## config.mk

```make
export PLATFORM = sky130hd
export DESIGN_NAME = icache_refill_ctrl
export DESIGN_NICKNAME = d
export VERILOG_FILES = /design/src/rtl/icache_refill_ctrl.sv
export SDC_FILE = /design/constraint.sdc
export NUM_CORES = 1
export LEC_CHECK = 0
export BUFFER_PORTS_ARGS = -buffer_cell sky130_fd_sc_hd__buf_2
export CAP_MARGIN = 5
export CORE_MARGIN = 3
export CORE_UTILIZATION = 30
export CTS_CLUSTER_DIAMETER = 60
export DETAILED_ROUTE_END_ITERATION = 8
export HOLD_SLACK_MARGIN = 0.1
export PLACE_DENSITY_LB_ADDON = 0.12
export SLEW_MARGIN = 20
export SYNTH_ARGS = -nofsm -noshare
export SYNTH_HDL_FRONTEND = slang
export SYNTH_SLANG_ARGS = --single-unit
```

## constraint.sdc

```tcl
create_clock -name i_clk -period 2 [get_ports i_clk]
set_clock_uncertainty 0.15 [all_clocks]
set_input_delay 0 -clock i_clk [delete_from_list [all_inputs] [get_ports i_clk]]
set_output_delay 0 -clock i_clk [all_outputs]
set_load 0.01 [all_outputs]
```

## src/rtl/icache_refill_ctrl.sv

```systemverilog
// Purpose: sequences I-cache line refills from memory and defers branch flushes until the stall clears.
// Latency: STALL rises in the miss cycle; the refill takes 2 + WORDS_PER_LINE*(1+L) stalled cycles.
// Backpressure: one memory read is outstanding at a time; WAIT holds until i_mem_valid.
module icache_refill_ctrl #(
  parameter int ADDR_W         = 32,
  parameter int WORDS_PER_LINE = 4
) (
  input  logic                i_clk,
  input  logic                i_rst_n,
  input  logic                i_fetch_en,
  input  logic [ADDR_W-1:0]   i_pc,
  input  logic                i_hit,
  input  logic                i_branch_valid,
  output logic                o_mem_rden,
  output logic [ADDR_W-1:0]   o_mem_addr,
  input  logic [31:0]         i_mem_rdata,
  input  logic                i_mem_valid,
  output logic                o_line_we,
  output logic [$clog2(WORDS_PER_LINE)-1:0] o_line_word,
  output logic [31:0]         o_line_data,
  output logic                o_tag_we,
  output logic                o_stall,
  output logic                o_flush
);

  localparam int OFF = $clog2(WORDS_PER_LINE) + 2;
  localparam int CW  = OFF - 2;

  typedef enum logic [1:0] {S_IDLE, S_REQ, S_WAIT, S_UPDATE} state_t;

  state_t              r_state;
  state_t              w_next_state;
  logic [CW-1:0]       r_cnt;
  logic [ADDR_W-OFF-1:0] r_base;
  logic                r_pend;

  logic w_miss;
  logic w_flush_req;
  logic w_start;
  logic w_last;
  logic w_unused_pc_lo;

  // A pending branch counts as a flush request; a flush always beats a new refill.
  assign w_miss         = i_fetch_en & ~i_hit;
  assign w_flush_req    = i_branch_valid | r_pend;
  assign w_start        = (r_state == S_IDLE) & w_miss & ~w_flush_req;
  assign w_last         = (r_cnt == CW'(WORDS_PER_LINE - 1));
  // Line-offset bits of the PC never reach the base register.
  assign w_unused_pc_lo = ^i_pc[OFF-1:0];

  // State register.
  always_ff @(posedge i_clk or negedge i_rst_n) begin
    if (!i_rst_n) begin
      r_state <= S_IDLE;
    end else begin
      r_state <= w_next_state;
    end
  end

  // Next-state logic: one REQ/WAIT pair per word, then a single UPDATE cycle.
  always_comb begin
    w_next_state = r_state;
    case (r_state)
      S_IDLE:   if (w_start) w_next_state = S_REQ;
      S_REQ:    w_next_state = S_WAIT;
      S_WAIT:   if (i_mem_valid) w_next_state = w_last ? S_UPDATE : S_REQ;
      S_UPDATE: w_next_state = S_IDLE;
      default:  w_next_state = S_IDLE;
    endcase
  end

  // Output decode; strobes are single-cycle by construction of the state sequence.
  always_comb begin
    o_mem_rden  = 1'b0;
    o_line_we   = 1'b0;
    o_line_data = 32'd0;
    o_tag_we    = 1'b0;
    o_stall     = 1'b0;
    o_flush     = 1'b0;
    case (r_state)
      S_IDLE: begin
        o_flush = w_flush_req;
        o_stall = w_miss & ~w_flush_req;
      end
      S_REQ: begin
        o_stall    = 1'b1;
        o_mem_rden = 1'b1;
      end
      S_WAIT: begin
        o_stall = 1'b1;
        if (i_mem_valid) begin
          o_line_we   = 1'b1;
          o_line_data = i_mem_rdata;
        end
      end
      S_UPDATE: begin
        o_stall  = 1'b1;
        o_tag_we = 1'b1;
      end
      default: ;
    endcase
  end

  assign o_mem_addr  = {r_base, r_cnt, 2'b00};
  assign o_line_word = r_cnt;

  // Refill datapath: line base captured at miss time, word counter advances per returned word.
  always_ff @(posedge i_clk or negedge i_rst_n) begin
    if (!i_rst_n) begin
      r_cnt  <= '0;
      r_base <= '0;
    end else if (w_start) begin
      r_cnt  <= '0;
      r_base <= i_pc[ADDR_W-1:OFF];
    end else if ((r_state == S_WAIT) && i_mem_valid && !w_last) begin
      r_cnt  <= r_cnt + CW'(1);
    end
  end

  // Branch held during a refill; released as a flush on the first IDLE cycle.
  always_ff @(posedge i_clk or negedge i_rst_n) begin
    if (!i_rst_n) begin
      r_pend <= 1'b0;
    end else if (r_state == S_IDLE) begin
      if (w_flush_req) r_pend <= 1'b0;
    end else if (i_branch_valid) begin
      r_pend <= 1'b1;
    end
  end

endmodule
```

* Yosys cells after proc, flatten, opt, wreduce, memory -nomap -nowiden
Index checks and enable logic that the tools add are counted.
Word-level totals: register bits after elaboration 33, input bits 70, output and inout bits 71, word-level logic and storage cells 45
Operators by class: $add $sub $neg 1, eq/ne operators 7, mux-type cells 17, bitwise operators 7, reduce and logical (&&, ||, !) cells 9
Operators by type and width (count):
- $mux 32 | 2
- $mux 2 | 5
- $mux 1 | 8
- $pmux 2 s4 | 1
- $eq 2x2->1 const B | 3
- $ne 2x2->1 const B | 3
- $and 1x1->1 | 4
- $reduce_and 2->1 | 2
- $reduce_bool 2->1 | 2
- $reduce_or 3->1 | 1
- $add 2x1->2 const B | 1
- $eq 2x1->1 const B | 1
- $logic_and 1x1->1 | 2
- $logic_not 2->1 | 1
- $not 1->1 | 2
- $pmux 1 s2 | 1
- $logic_not 1->1 | 1
- $or 1x1->1 | 1

* Depth between registers and ports, before layout
depth after elaboration 6, mapped depth 4, depth with buffers taken out 4

* Least setup slack after synthesis
Ideal clock, no wire load.
path kind flip-flop to flip-flop, from register r_pend, to register r_base[0], library setup time 125 ps, arrival time 1592 ps, required time 1725 ps, setup slack 133 ps, stages on the path, launching flop included 5, path buffers 1, period minus slack after synthesis 1867 ps, cells stage by stage dfrtp_1 or4b_4 nor3_4 buf_6 mux2_2
On the way: word-level cells in the longest chain between the ends 3
RTL lines:
- start, declared | line 35 | logic r_pend;
- start signal, assigned | line 123 | r_pend <= 1'b0;
- start signal, assigned | line 125 | if (w_flush_req) r_pend <= 1'b0;
- start signal, assigned | line 127 | r_pend <= 1'b1;
- $or 1x1->1 | line 45 | assign w_flush_req = i_branch_valid | r_pend;
- $not 1->1 | line 46 | assign w_start = (r_state == S_IDLE) & w_miss & ~w_flush_req;
- $and 1x1->1 | line 46
- end signal, assigned | line 114 | r_base <= i_pc[ADDR_W-1:OFF];
- end, declared | line 34 | logic [ADDR_W-OFF-1:0] r_base;
Every way passes these cells. A chain may end at the register's enable or synchronous reset.

* Worst setup path after layout
from register r_pend, to register r_base[19]
The elaborated chain is that of the path after synthesis.

==> impl_metrics.py <==
metrics = {
    "timing": {
        "layout_min_cycle_time_ps": 1940,
        "fmax_mhz": 515,
        "setup_viol": 0,
        "rsz0062_at_grt": "no",
        "drv_slew": 0,
        "setup_slack_ps": 56.8,
        "worstMarginPinSlew_ps": 736,
        "setup-tns-final_ps": 0,
        "fin_crit_sh_pct": 97.2,
        "relSlewSlack_pct": 51.0,
        "hold_violations": 0,
    },
    "global_route": {
        "use_met2_pct": 28.9,
        "grt_pass1_vias": 1520,
        "gr-total-overflow": 0,
        "use_met1_pct": 16.8,
        "grt_usage_pct": 15.1,
        "grt_pass1_wl_mm": 7.36,
        "grt_max_degree": 36,
        "busiest_layer": "met2",
        "antenna_found_initial": 0,
        "grt_use_met3_pct": 3.44,
    },
    "placed_design": {
        "globalplace.congestion": 0.674,
        "dp_slack_ps": 60.9,
        "dp.cells": 320,
        "place_hpwl_mm": 3.35,
        "port_buffers": 134,
    },
    "detailed_routing": {
        "drcViolationCount": 0,
        "drt_iter0_drc": 42,
        "detail_route.wl_per_cell_um": 13.3,
        "first_pass_iters": 4,
        "final_antenna_net_count": 0,
        "drt_wl_total_mm": 4.78,
        "vias_per_cell": 4.31,
        "dr_total_vias": 1548,
    },
    "run": {
        "cap_violations": 0,
    },
    "worst_setup_path": {
        "path_cells": "or4b_4 -> nor3_4 -> buf_4 -> mux2_2",
        "timing_worst_setup_path_type": "register to register",
        "critPathCaptureType": "register",
        "critical_path.max_stage_delay_ps": 540,
        "start_kind": "register",
        "crit_required_ps": 2010,
        "crit_path_top_delay_cell": "or4b_4",
        "cp_max_fo": 13,
        "crit_arrival_ps": 1960,
    },
    "power_and_ir_drop": {
        "switching_share_pct": 35.3,
        "total_leakage_power_nw": 1.55,
        "seqPwrFrac_pct": 39.4,
        "internal_power_w": 0.00194,
        "power.share.combinational_pct": 44.5,
        "ir_worst_vdd_uv": 692,
        "p_sw_w": 0.00106,
        "clockPowerShare_pct": 16.0,
        "power_density_nw_per_um2": 1120,
    },
    "die": {
        "row_count": 25,
        "die_w_um": 78.5,
        "core-area_um2": 4910,
        "io_pins": 141,
        "die_area_um2": 6170,
        "die_h_um": 78.5,
        "start_util_pct": 32.1,
    },
    "clock_network": {
        "cts.path.max_buffers": 2,
        "numCtsBuffers": 5,
        "cts_tree": "done",
        "cts.clk_slew.worst_paths_ps": 70,
        "clk_latency_ps": 280,
        "clock_sinks": 33,
        "cts_max_level": 2,
        "cts_setup_buffers": 0,
        "root_buffer": "clkbuf_8",
    },
    "logic_synthesis": {
        "ys_warn_count": 0,
        "syn_inst": 127,
        "ys_ff_latch": 33,
        "syn_area_um2": 1580,
        "synth-seq-area-share_pct": 52.3,
        "synth_cell_type_count": 22,
        "avgSynthCellArea_um2": 12.4,
    },
    "finish": {
        "antenna_cells": 0,
        "area_growth_syn_to_layout_pct": 69.5,
        "fin_util_pct": 54.4,
        "fill_cells": 443,
        "nets": 362,
        "multi_input_area_um2": 669,
        "ff_latch_area_um2": 826,
        "finalNonFillerCells": 359,
        "layout-drive-gt1-share_pct": 59.6,
    },
    "min_path": {
        "min_path_type": "input pin to register",
    },
    "status": {
        "outcome": "completed",
    },
}
[flip-flops by register name (all words and copies together), names as in the netlist]
name	flops
o_line_word	2
r_base	28
r_pend	1
r_state	2
[cells in the mapped netlist, drive strengths merged]
library cell   n  area share, %
mux2i          1           0.63
nand2b         1           0.40
conb           1           0.24
dfrtp         33             52
nor3           2            1.3
mux2          28             20
nor2           5            1.2
or2            1           0.40
nand2          1           0.24
or4b           1           0.87
and3          32             13
and2           2           0.79
nor2b          2           0.79
buf            7            4.0
and4bb         1           0.79
ha             1           0.79
xnor2          1           0.56
clkbuf         6            1.4
a21o           1           0.48
[final timing paths]
kind                                              end  depth (start not counted)  slack (ps)              startpoint
setup / recovery               r_base[19]$_DFFE_PN0P_                          4          60      r_pend$_DFFE_PN0P_
hold / removal             o_line_word[0]$_DFFE_PN0P_                          5         140                   i_hit
setup reg to reg               r_base[19]$_DFFE_PN0P_                          4          60      r_pend$_DFFE_PN0P_
hold reg to reg                r_base[17]$_DFFE_PN0P_                          1         340  r_base[17]$_DFFE_PN0P_
max in group asynchronous          r_pend$_DFFE_PN0P_                          2        1050                 i_rst_n
min in group asynchronous      r_base[21]$_DFFE_PN0P_                          2         180                 i_rst_n
[critical path, delay by kind of cell (launching register included)]
family,cells,cell delay [ps]
buf+inv,1,240
flops,1,380
mux,1,360
simple gates,2,690
[power by group through the flow]
stage,sequential [W],combinational (W),clock [W]
after global routing,0.00123,0.00145,0.000527
after floorplan,0.00134,0.000595,0
after detailed placement,0.00119,0.00130,0
after CTS,0.00118,0.00135,0.000506
after global placement,0.00118,0.00129,0
final,0.00118,0.00134,0.000481
[area by class of cell]
cell class / instances / share of cell area [%]
clock buffers: 7 / 2.85
repair buffers: 169 / 37.8
well taps: 67 / 3.14
clock inverters: 1 / 0.281
flip-flops and latches: 33 / 30.9
multi-input cells: 82 / 25.0
[cells by family (layout without fill, tap and decap cells)]
logic type,after synthesis,count (layout),synth area share (%)
muxes,29,29,20.6
DFF,33,33,52.3
other,1,2,0.238
adders and majority gates,1,1,0.793
xor gates and xnor gates,1,1,0.555
buffers and inverters,13,177,5.47
and+or+nand+nor,48,48,19.5
AOI/OAI and AO/OA,1,1,0.476
[through the flow]
| step | instance area [µm²] | total power (W) | hold WS [ps] |
|---|---|---|---|
| floorplan | 1580 | 0.00193 | -446 |
| detailed placement | 2280 | 0.00249 | -43.1 |
| global placement | 2280 | 0.00247 | -27.8 |
| finish | 2670 | 0.00300 | 139 |
| global route | 2670 | 0.00321 | 152 |
| CTS | 2670 | 0.00304 | 139 |
[routing by layer]
metal	vias up	wire [µm]
met2	75	2590
met4	0	19
met1	699	1820
li1	771	-
met5	-	0
met3	3	353
[cells in the final DEF (no fill, tap or decap), types with 2 or more instances in the layout]
cell type      count
and2_1             2
and3_1            32
buf_2            134
buf_4              4
clkbuf_1           2
clkbuf_8           5
conb_1             2
dfrtp_1           33
dlygate4sd3_1     31
mux2_1             2
mux2_2            26
nor2_1             5
nor2b_1            2
[what timing repair did]
action / in CTS / in global routing
endpoints found under the hold margin: 63 / 0
hold buffers: 31 / 0
gates resized for setup: 0 / 0
Note: power is estimated with default switching activity, not from simulation.
